<file path="config.mk">
export PLATFORM = sky130hd
export DESIGN_NAME = weight_normalizer
export DESIGN_NICKNAME = d
export VERILOG_FILES = /design/src/rtl/weight_normalizer.sv
export SDC_FILE = /design/constraint.sdc
export NUM_CORES = 1
export LEC_CHECK = 0
export ABC_AREA = 0
export BUFFER_PORTS_ARGS = -buffer_cell sky130_fd_sc_hd__buf_4
export CAP_MARGIN = 20
export CORE_MARGIN = 2
export CORE_UTILIZATION = 30
export CTS_BUF_LIST = sky130_fd_sc_hd__clkbuf_16
export DETAILED_ROUTE_END_ITERATION = 16
export PLACE_DENSITY = 0.53
export SLEW_MARGIN = 20
export SYNTH_ARGS = -nofsm -noshare
export SYNTH_HDL_FRONTEND = slang
export SYNTH_SLANG_ARGS = --single-unit
</file>
<file path="constraint.sdc">
create_clock -name clk -period 9.08 [get_ports clk]
set_input_delay 1.362 -clock clk [delete_from_list [all_inputs] [get_ports clk]]
set_output_delay 1.362 -clock clk [all_outputs]
set_load 0.03 [all_outputs]
</file>
<file path="src/rtl/weight_normalizer.sv">
// weight_normalizer
//
// Divides each 8-bit lane magnitude of a packed 18-lane weight vector by a
// 9-bit norm. Each lane result is a Q0.8 fraction: q = min(255, floor(mag*256/norm)).
// One shared restoring divider handles the lanes in turn. Each lane takes
// 9 cycles: one load/saturation step and eight quotient steps.
//
// Ports:
//   clk          rising-edge clock
//   rst_n        asynchronous active-low reset
//   in_valid     in_weights / in_norm valid
//   in_ready     high only while idle
//   in_weights   lane i = [10i+9:10i]; [10i+7:10i] magnitude, [10i+9:10i+8] flags
//   in_norm      9-bit divisor
//   out_valid    result valid, held until accepted
//   out_ready    downstream accept
//   out_weights  normalized lanes, same packing; flags pass through
//   div_by_zero  set when the accepted norm was zero (all magnitudes forced to 0)
module weight_normalizer #(
    parameter int LANES = 18,
    parameter int MAG_W = 8
) (
    input  logic                  clk,
    input  logic                  rst_n,
    input  logic                  in_valid,
    output logic                  in_ready,
    input  logic [10*LANES-1:0]   in_weights,
    input  logic [8:0]            in_norm,
    output logic                  out_valid,
    input  logic                  out_ready,
    output logic [10*LANES-1:0]   out_weights,
    output logic                  div_by_zero
);

    localparam int BUS_W = 10 * LANES;

    typedef enum logic [1:0] {IDLE, DIV, DONE} state_t;

    state_t state, state_next;

    logic [4:0]       lane;
    logic [3:0]       step;
    logic [BUS_W-1:0] weights;
    logic [8:0]       norm;
    logic [9:0]       rem;
    logic [MAG_W-1:0] quo;
    logic             sat;

    logic             accept;
    logic             xfer;
    logic             last_step;
    logic             last_lane;
    logic [7:0]       base;
    logic [MAG_W-1:0] cur_mag;
    logic [1:0]       cur_flags;
    logic [9:0]       rem_shift;
    logic             take;
    logic [9:0]       rem_next;
    logic [MAG_W-1:0] quo_next;

    // Zero every magnitude field, keep the flag bits.
    function automatic logic [BUS_W-1:0] clear_mags(input logic [BUS_W-1:0] w);
        clear_mags = w;
        for (int i = 0; i < LANES; i++) begin
            clear_mags[i*10 +: MAG_W] = '0;
        end
    endfunction

    // Saturated lane result: a magnitude >= norm would need quotient >= 256.
    function automatic logic [MAG_W-1:0] sat_q(input logic s, input logic [MAG_W-1:0] q);
        sat_q = s ? {MAG_W{1'b1}} : q;
    endfunction

    assign accept    = in_valid && in_ready;
    assign xfer      = out_valid && out_ready;
    assign last_step = (step == 4'd8);
    assign last_lane = (lane == 5'(LANES - 1));
    assign base      = 8'(lane) * 8'd10;
    assign cur_mag   = weights[base +: MAG_W];
    assign cur_flags = weights[base + 8'd8 +: 2];

    // One restoring-division step. rem stays below norm for non-saturated
    // lanes, so the shifted remainder fits in 10 bits. Saturated lanes may
    // wrap, which does not matter because their quotient is discarded.
    assign rem_shift = {rem[8:0], 1'b0};
    assign take      = (rem_shift >= {1'b0, norm});
    assign rem_next  = take ? (rem_shift - {1'b0, norm}) : rem_shift;
    assign quo_next  = {quo[MAG_W-2:0], take};

    // ---- state register ----
    always_ff @(posedge clk or negedge rst_n) begin
        if (!rst_n) begin
            state <= IDLE;
        end else begin
            state <= state_next;
        end
    end

    // ---- next-state logic ----
    always_comb begin
        state_next = state;
        case (state)
            IDLE: begin
                if (accept) begin
                    state_next = (in_norm == 9'd0) ? DONE : DIV;
                end
            end
            DIV: begin
                if (last_step && last_lane) begin
                    state_next = DONE;
                end
            end
            DONE: begin
                if (xfer) begin
                    state_next = IDLE;
                end
            end
            default: state_next = IDLE;
        endcase
    end

    // ---- output decode ----
    always_comb begin
        in_ready = (state == IDLE);
    end

    // ---- lane / step counters ----
    always_ff @(posedge clk or negedge rst_n) begin
        if (!rst_n) begin
            lane <= '0;
            step <= '0;
        end else if (accept) begin
            lane <= '0;
            step <= '0;
        end else if (state == DIV) begin
            if (last_step) begin
                step <= '0;
                lane <= last_lane ? 5'd0 : lane + 5'd1;
            end else begin
                step <= step + 4'd1;
            end
        end
    end

    // ---- divider datapath ----
    always_ff @(posedge clk) begin
        if (accept) begin
            weights <= in_weights;
            norm    <= in_norm;
        end
        if (state == DIV) begin
            if (step == 4'd0) begin
                rem <= {2'b00, cur_mag};
                sat <= ({1'b0, cur_mag} >= norm);
                quo <= '0;
            end else begin
                rem <= rem_next;
                quo <= quo_next;
            end
        end
    end

    // ---- result registers ----
    // out_valid rises one edge after DONE is entered.
    always_ff @(posedge clk or negedge rst_n) begin
        if (!rst_n) begin
            out_valid   <= 1'b0;
            out_weights <= '0;
            div_by_zero <= 1'b0;
        end else begin
            if (xfer) begin
                out_valid <= 1'b0;
            end else if (state == DONE) begin
                out_valid <= 1'b1;
            end

            if (accept) begin
                div_by_zero <= (in_norm == 9'd0);
                if (in_norm == 9'd0) begin
                    out_weights <= clear_mags(in_weights);
                end
            end else if (state == DIV && last_step) begin
                // A lane is written only once its quotient is complete.
                out_weights[base +: 10] <= {cur_flags, sat_q(sat, quo_next)};
            end
        end
    end

endmodule
</file>
# Word level (Yosys, flattened, before mapping)

Cells that the tools add are included.

Flip-flop bits (word level): 399
Output and inout port bits: 183
Word-level logic and storage cells: 68

Add/sub/neg operators: 5
Multiply operators: 1
$lt $le $gt $ge: 2
Eq/ne operators: 8
Shift operators: 4
Muxes and demuxes: 21
Reduce and logical (&&, ||, !) cells: 15

Operator list:

| cell                                                                      | count |
|---|---|
| 180-bit two-way mux                                                       | 3 |
| 180-bit bitwise mux                                                       | 1 |
| 10-bit by 10-bit variable shift with 180-bit output, first input constant | 1 |
| 10-bit by 10-bit indexed part select with 180-bit output                  | 1 |
| 180-bit by 9-bit indexed part select with 2-bit output                    | 1 |
| 180-bit by 9-bit indexed part select with 8-bit output                    | 1 |
| 5-bit two-way mux                                                         | 4 |
| 8-bit two-way mux                                                         | 2 |
| 4-bit two-way mux                                                         | 3 |
| 10-bit by 9-bit >= comparator with 1-bit output                           | 1 |
| 8-bit negation with 10-bit output                                         | 1 |
| 8-bit by 9-bit >= comparator with 1-bit output                            | 1 |
| 9-bit logical NOT                                                         | 1 |
| 9-bit two-way mux                                                         | 1 |
| 9-bit subtractor                                                          | 1 |
| 8-bit by 4-bit adder with 8-bit output, second input constant             | 1 |
| 2-bit two-way mux                                                         | 4 |
| 2-bit nonzero test                                                        | 4 |
| 5-bit by 3-bit multiplier with 7-bit output, second input constant        | 1 |
| 2-bit case mux with 3 select lines                                        | 1 |
| 2-bit AND reduction                                                       | 3 |
| 5-bit by 1-bit adder with 5-bit output, second input constant             | 1 |
| 5-bit == test, second input constant                                      | 1 |
| 4-bit by 1-bit adder with 4-bit output, second input constant             | 1 |
| other kinds (10)                                                          | 16 |

# Longest topological paths before layout

Gate-level depths: netlist of run 1.

Depth in word-level cells: 7
Depth in mapped cells: 25

# Worst setup path after synthesis of run 1

OpenSTA, ideal clock, no wires.

Path type: input port to flip-flop
Start point: input port in_valid
End point: register norm[0], enable pin
Setup time: 626 ps
Data arrival time: 7128 ps
Required time: 8454 ps
Setup slack: 1326 ps
Cell stages on the path: 4
Path buffers: 2
Cell sequence: nand2_1 > clkinv_1 > clkbuf_1 > buf_1

Cells in the longest elaborated chain, start to end: 1

RTL lines:

| what                 | line | text |
|---|---|---|
| from (decl)          | 25   | `input logic in_valid,` |
| 1-bit logical AND    | 74   | `assign accept = in_valid && in_ready;` |
| via accept           | 49   | `logic accept;` |
| to (signal assigned) | 149  | `norm <= in_norm;` |
| to (decl)            | 44   | `logic [8:0] norm;` |

The timed path passes the listed nets, and every way through them passes these cells.
A chain may end at the register's enable or synchronous reset.

# Worst setup path in the final report of run 1

Start point: register lane[1]
End point: register out_weights[31]

Cells in the longest elaborated chain, start to end: 7

RTL lines:

| what                                                     | line | text |
|---|---|---|
| from (decl)                                              | 41   | `logic [4:0] lane;` |
| from (signal assigned)                                   | 138  | `lane <= last_lane ? 5'd0 : lane + 5'd1;` |
| 5-bit by 3-bit multiplier with 7-bit output (*)          | 78   | `assign base = 8'(lane) * 8'd10;` |
| 8-bit by 4-bit adder with 8-bit output                   | 80   | `assign cur_flags = weights[base + 8'd8 +: 2];` |
| 180-bit by 9-bit indexed part select with 2-bit output   | 80   |  |
| 10-bit by 10-bit indexed part select with 180-bit output | 184  | `out_weights[base +: 10] <= {cur_flags, sat_q(sat, quo_next)};` |
| 180-bit bitwise mux (*)                                  | 184  |  |
| 180-bit two-way mux (*)                                  | 182  | `end else if (state == DIV && last_step) begin` |
| 180-bit two-way mux (*)                                  | 177  | `if (accept) begin` |
| to (signal assigned)                                     | 180  | `out_weights <= clear_mags(in_weights);` |
| to (signal, indexed assignment)                          | 184  |  |
| to (decl)                                                | 31   | `output logic [10*LANES-1:0] out_weights,` |

Every way passes the cells marked *; elsewhere a longest branch is shown, timed or not. The select of a mux whose other input is x is not followed.

==> reports/metrics.cfg, run 1 <==
[logic_synthesis]
synth_top_area_share_pct=26.00
ys_seq_elements=399
synth_warnings=0
ys_types=89
synthTopCellsByArea=edfxtp_1 26%, dfrtp_1 20%, mux4_2 9.9%, mux2i_1 6.1%, nand2_1 5.8%
synth_enable_flop_cells=206
synth_seq_area_share_pct=46.31
netlist_instances=2249
ys.flop_type=edfxtp_1
syn_area_um2=23790
avgSynthCellArea_um2=10.58
async_reset_ff_share_pct=48.37
synth_nets=2475
synth_largest_area_cell=edfxtp_1

[cts]
cts.sinks=399
clk_pin_slew_ns=0.06
cts_buffers=46
hold_buffers=0
post_cts_buffers=0
cts_htree_levels=2
cts_tree=done
cts_resized=0
clk_latency_ns=0.61
cts.path.max_buffers=3
clock-root-buffer=clkbuf_16

[timing]
rsz0062_at_grt=no
finalSetupViolCount=0
finalCritPeriodShare_pct=74.82
fin_skew_ns=0.02347
drv_slew=0
worst_slew_pin_slew_ns=1.118
tns_ns=0
max_freq_ghz=0.1472
period_minus_slack_ns=6.793
slew_headroom_pct=25.38
hold_viol_final=0

[final_layout]
fin_nets=2796
layout_commonest_cell=buf_4
area_delta_synth_final_pct=22.32
drive_above_1_share_pct=25.12
diodes=0
register_area_um2=11020
multi_input_area_um2=11880
fillers=7846
final_cell_mix=418 x buf_4, 365 x nand2_1, 227 x o21ai_0

[grt]
antenna_found_initial=4
grt-ovfl-total=0
grt_max_degree=97
grt_usage_pct=24.05
grt_pass1_wl_um=145600
grt_pass1_vias=21084

[detailed_routing]
viasPerCell=5.753
ant_nets=0
drt_iter0_markers=2347
totalWireLength_um=101000
dr.pass1.iters=6
wire_per_inst_um=27.61
vias=21037
drc=0

[min_path]
hp-class=reg2reg

[run_status]
status=complete, no violations

[critical_path]
critPathLaunchType=flop
critPathKind=reg2reg
cp.required_ns=9.63
endpoint_kind=flop
arrival_ns=7.34
crit_fanout=52

[die]
die_area_um2=81560
die_w_um=285.6
die_y_um=285.6
row_count=103
ios=376
initial_core_util_pct=30.21
core_um2=78740

[run]
max_cap_violations=0

[place]
portBuffers=375
place_congestion=0.9678
hpwl_um=74400

[stage by stage]
step                instances  util [%]  setup WS [ns]  hold slack [ns]  cell area, um2
floorplan                2249         -          1.326           0.4781           23790
global placement         3571     34.99          2.591           0.4723           27550
detailed placement       3571     34.99          2.502           0.4741           27550
CTS                      3656     36.95          2.474           0.4871           29090
global route             3657     36.96          2.006           0.5135           29100
finish                   3657     36.96          2.287           0.4853           29100
[Yosys cell counts, drive strengths merged (48+ instances only)]
master / number
o21ai: 237
nand3: 53
nand2: 367
buf: 69
mux4: 106
nor2: 149
edfxtp: 206
mux2i: 147
dfrtp: 193
clkbuf: 77
inv: 48
a21oi: 92
nor3: 51
[critical path, cell delays in order (launching register included)]
cell and delay, ns:
dfrtp_4 0.75, ha_1 0.42, ha_1 0.17, inv_1 0.07, fa_1 1.29, inv_1 0.63
nor3_1 0.60, nor3_1 0.12, nor2_1 0.65, nand2_1 0.58, buf_4 0.38, nor2_1 0.18
buf_4 0.29, nand2_1 0.16, nor2_1 0.22, a22o_1 0.17
[cell families after synthesis]
family | share of synthesized area, %
flops | 46.31
fa+ha+maj | 1.799
buf+inv | 3.976
mux | 17.61
compound gates | 16.59
xor+xnor | 0.7469
simple gates | 12.96
[final timing paths]
path	start	end	slack [ns]	cells past startpoint
worst max-delay path	lane[1]	out_weights[31]	2.29	15
worst max register to register	lane[1]	out_weights[31]	2.29	15
worst min register to register	out_weights[7]	out_weights[7]	0.49	2
max in group asynchronous	rst_n	lane[1]	6.07	3
min in group asynchronous	rst_n	out_weights[52]	0.79	1
worst min-delay path	out_weights[7]	out_weights[7]	0.49	2
[flip-flops by register name, indices dropped and copies added (netlist names), 2 cells and up]
signal	flops
step	4
lane	5
rem	9
weights	180
out_weights	180
norm	9
state	2
quo	7
[routing by layer]
metal | GRT usage, % | vias up | routed length (um)
met3 | 4.617 | 188 | 8082
li1 | - | 9154 | -
met1 | 30.54 | 10594 | 39870
met4 | 7.945 | 2 | 3572
met2 | 41.10 | 1099 | 49430
met5 | 0 | - | 10
[layout make-up]
cell class,count,share of cell area [%]
clock buffer,46,3.956
sequential,399,37.88
multi-input combinational,1654,40.81
clock inverter,39,1.337
inverter,50,0.6708
tap,1050,4.515
timing repair buffer,419,10.83
Power of run 1 is left out: the tool's default activity adds up to more than one toggle a clock period on the data nets, which glitch-free logic cannot reach.
==> run 2: changes to the inputs <==
==> constraint.sdc (replaced) <==
create_clock -name clk -period 6.8 [get_ports clk]
set_input_delay 1.02 -clock clk [delete_from_list [all_inputs] [get_ports clk]]
set_output_delay 1.02 -clock clk [all_outputs]
set_load 0.03 [all_outputs]
==> reports/metrics.cfg, run 2 (synthesis results as in run 1) <==
[detailed_routing]
wire_per_inst_um=27.61
ant_nets=0
viasPerCell=5.738
drt_iter0_markers=2414
totalWireLength_um=101900
vias=21183
drc=0
dr.pass1.iters=7

[timing]
finalSetupViolCount=0
fin_skew_ns=0.02857
drv_slew=0
finalCritPeriodShare_pct=75.69
rsz0062_at_grt=no
worst_slew_pin_slew_ns=1.077
hold_viol_final=0
tns_ns=0
max_freq_ghz=0.1943
slew_headroom_pct=28.12
period_minus_slack_ns=5.147

[grt]
grt_max_degree=153
grt_pass1_vias=21001
grt_usage_pct=24.26
antenna_found_initial=5
grt-ovfl-total=0
grt_pass1_wl_um=146400

[final_layout]
fin_nets=2824
layout_commonest_cell=buf_4
reg_top3=out_weights: 180 flops, weights: 180 flops
final_cell_mix=442 x buf_4, 365 x nand2_1, 227 x o21ai_0
fillers=7796
final_util_pct=37.27
area_delta_synth_final_pct=23.35
drive_above_1_share_pct=25.66

[critical_path]
endpoint_kind=flop
max_stage_delay_ns=0.72
cp_slowest_cell=buf_4
critPathKind=reg2reg
crit_fanout=59
crit_family=multiplexers
crit_chain=buf_4 -> mux4_2 -> mux4_2 -> mux4_2 -> a21oi_1 -> ha_1 -> nand2b_1 -> a21o_1 -> a21o_1 -> a21o_1 -> a21o_1 -> a21o_1 -> a21o_1 -> a21oi_1 -> nor2_1
crit_start=lane[0]
crit_buf_inv=1
arrival_ns=5.51
r2r-start=lane[0]
cp.required_ns=7.16
cp_common_cell=a21o_1
critPathLaunchType=flop

[cts]
clock-root-buffer=clkbuf_16
cts_resized=0
cts_tree=done
post_cts_buffers=0
cts.sinks=399
cts.path.max_buffers=3
clk_latency_ns=0.63
hold_buffers=0
clk_pin_slew_ns=0.06
cts_htree_levels=2
cts_buffers=48

[die]
core_um2=78740
die_y_um=285.6
initial_core_util_pct=30.21
ios=376
die_area_um2=81560
die_w_um=285.6
row_count=103

[place]
portBuffers=375
hpwl_um=76080
place_congestion=0.9380

[run_status]
status=complete, no violations

[min_path]
hp-class=in2async

[run]
max_cap_violations=0

==> run 2: cell types whose count changed in the layout (fill, tap and decap cells not counted), sizes merged <==
cell      delta
buf         +26
bufinv       -2
clkbuf       +2
clkinv       +3
clkinvlp     +1
diode        +4
inv          +1
==> run 2: metrics by stage <==
stage | hold WS (ns) | instances | setup WS [ns] | cell area [um2]
after floorplan | 0.4781 | 2249 | 0.1571 | 23790
after global placement | 0.4666 | 3598 | 1.682 | 27760
after detailed placement | 0.4778 | 3598 | 1.660 | 27760
after CTS | 0.4738 | 3688 | 1.602 | 29330
after global routing | 0.5093 | 3688 | 1.361 | 29330
final | 0.4585 | 3692 | 1.653 | 29340
==> run 2: worst paths after layout <==
| check | endpoint | slack [ns] | cells past startpoint |
|---|---|---|---|
| worst max-delay path | sat | 1.65 | 15 |
| worst min-delay path | out_weights[117] | 0.46 | 1 |
| worst max register to register | sat | 1.65 | 15 |
| worst min register to register | out_weights[173] | 0.49 | 2 |
| max in group asynchronous | lane[0] | 4.96 | 2 |
| min in group clk | out_weights[173] | 0.49 | 2 |
==> run 2: cell type report <==
class | instances | area, um2 | share of cell area (%)
flip-flops and latches | 399 | 11020 | 37.57
well taps | 1050 | 1314 | 4.477
multi-input cells | 1654 | 11850 | 40.40
clock buffers | 48 | 1201 | 4.093
clock inverters | 42 | 374.1 | 1.275
repair buffers | 445 | 3372 | 11.49
inverters | 50 | 195.2 | 0.6652
diodes | 4 | 10.01 | 0.03411
==> run 2: routing by layer <==
layer / track usage [%] / up-vias / share of wire [%]
met4: 8.442 / 4 / 3.4
met5: 0 / - / 0.024
met1: 31.25 / 10638 / 40
li1: - / 9216 / -
met2: 41.10 / 1138 / 49
met3: 4.171 / 187 / 7.8
Power of run 2 is left out for the same reason.
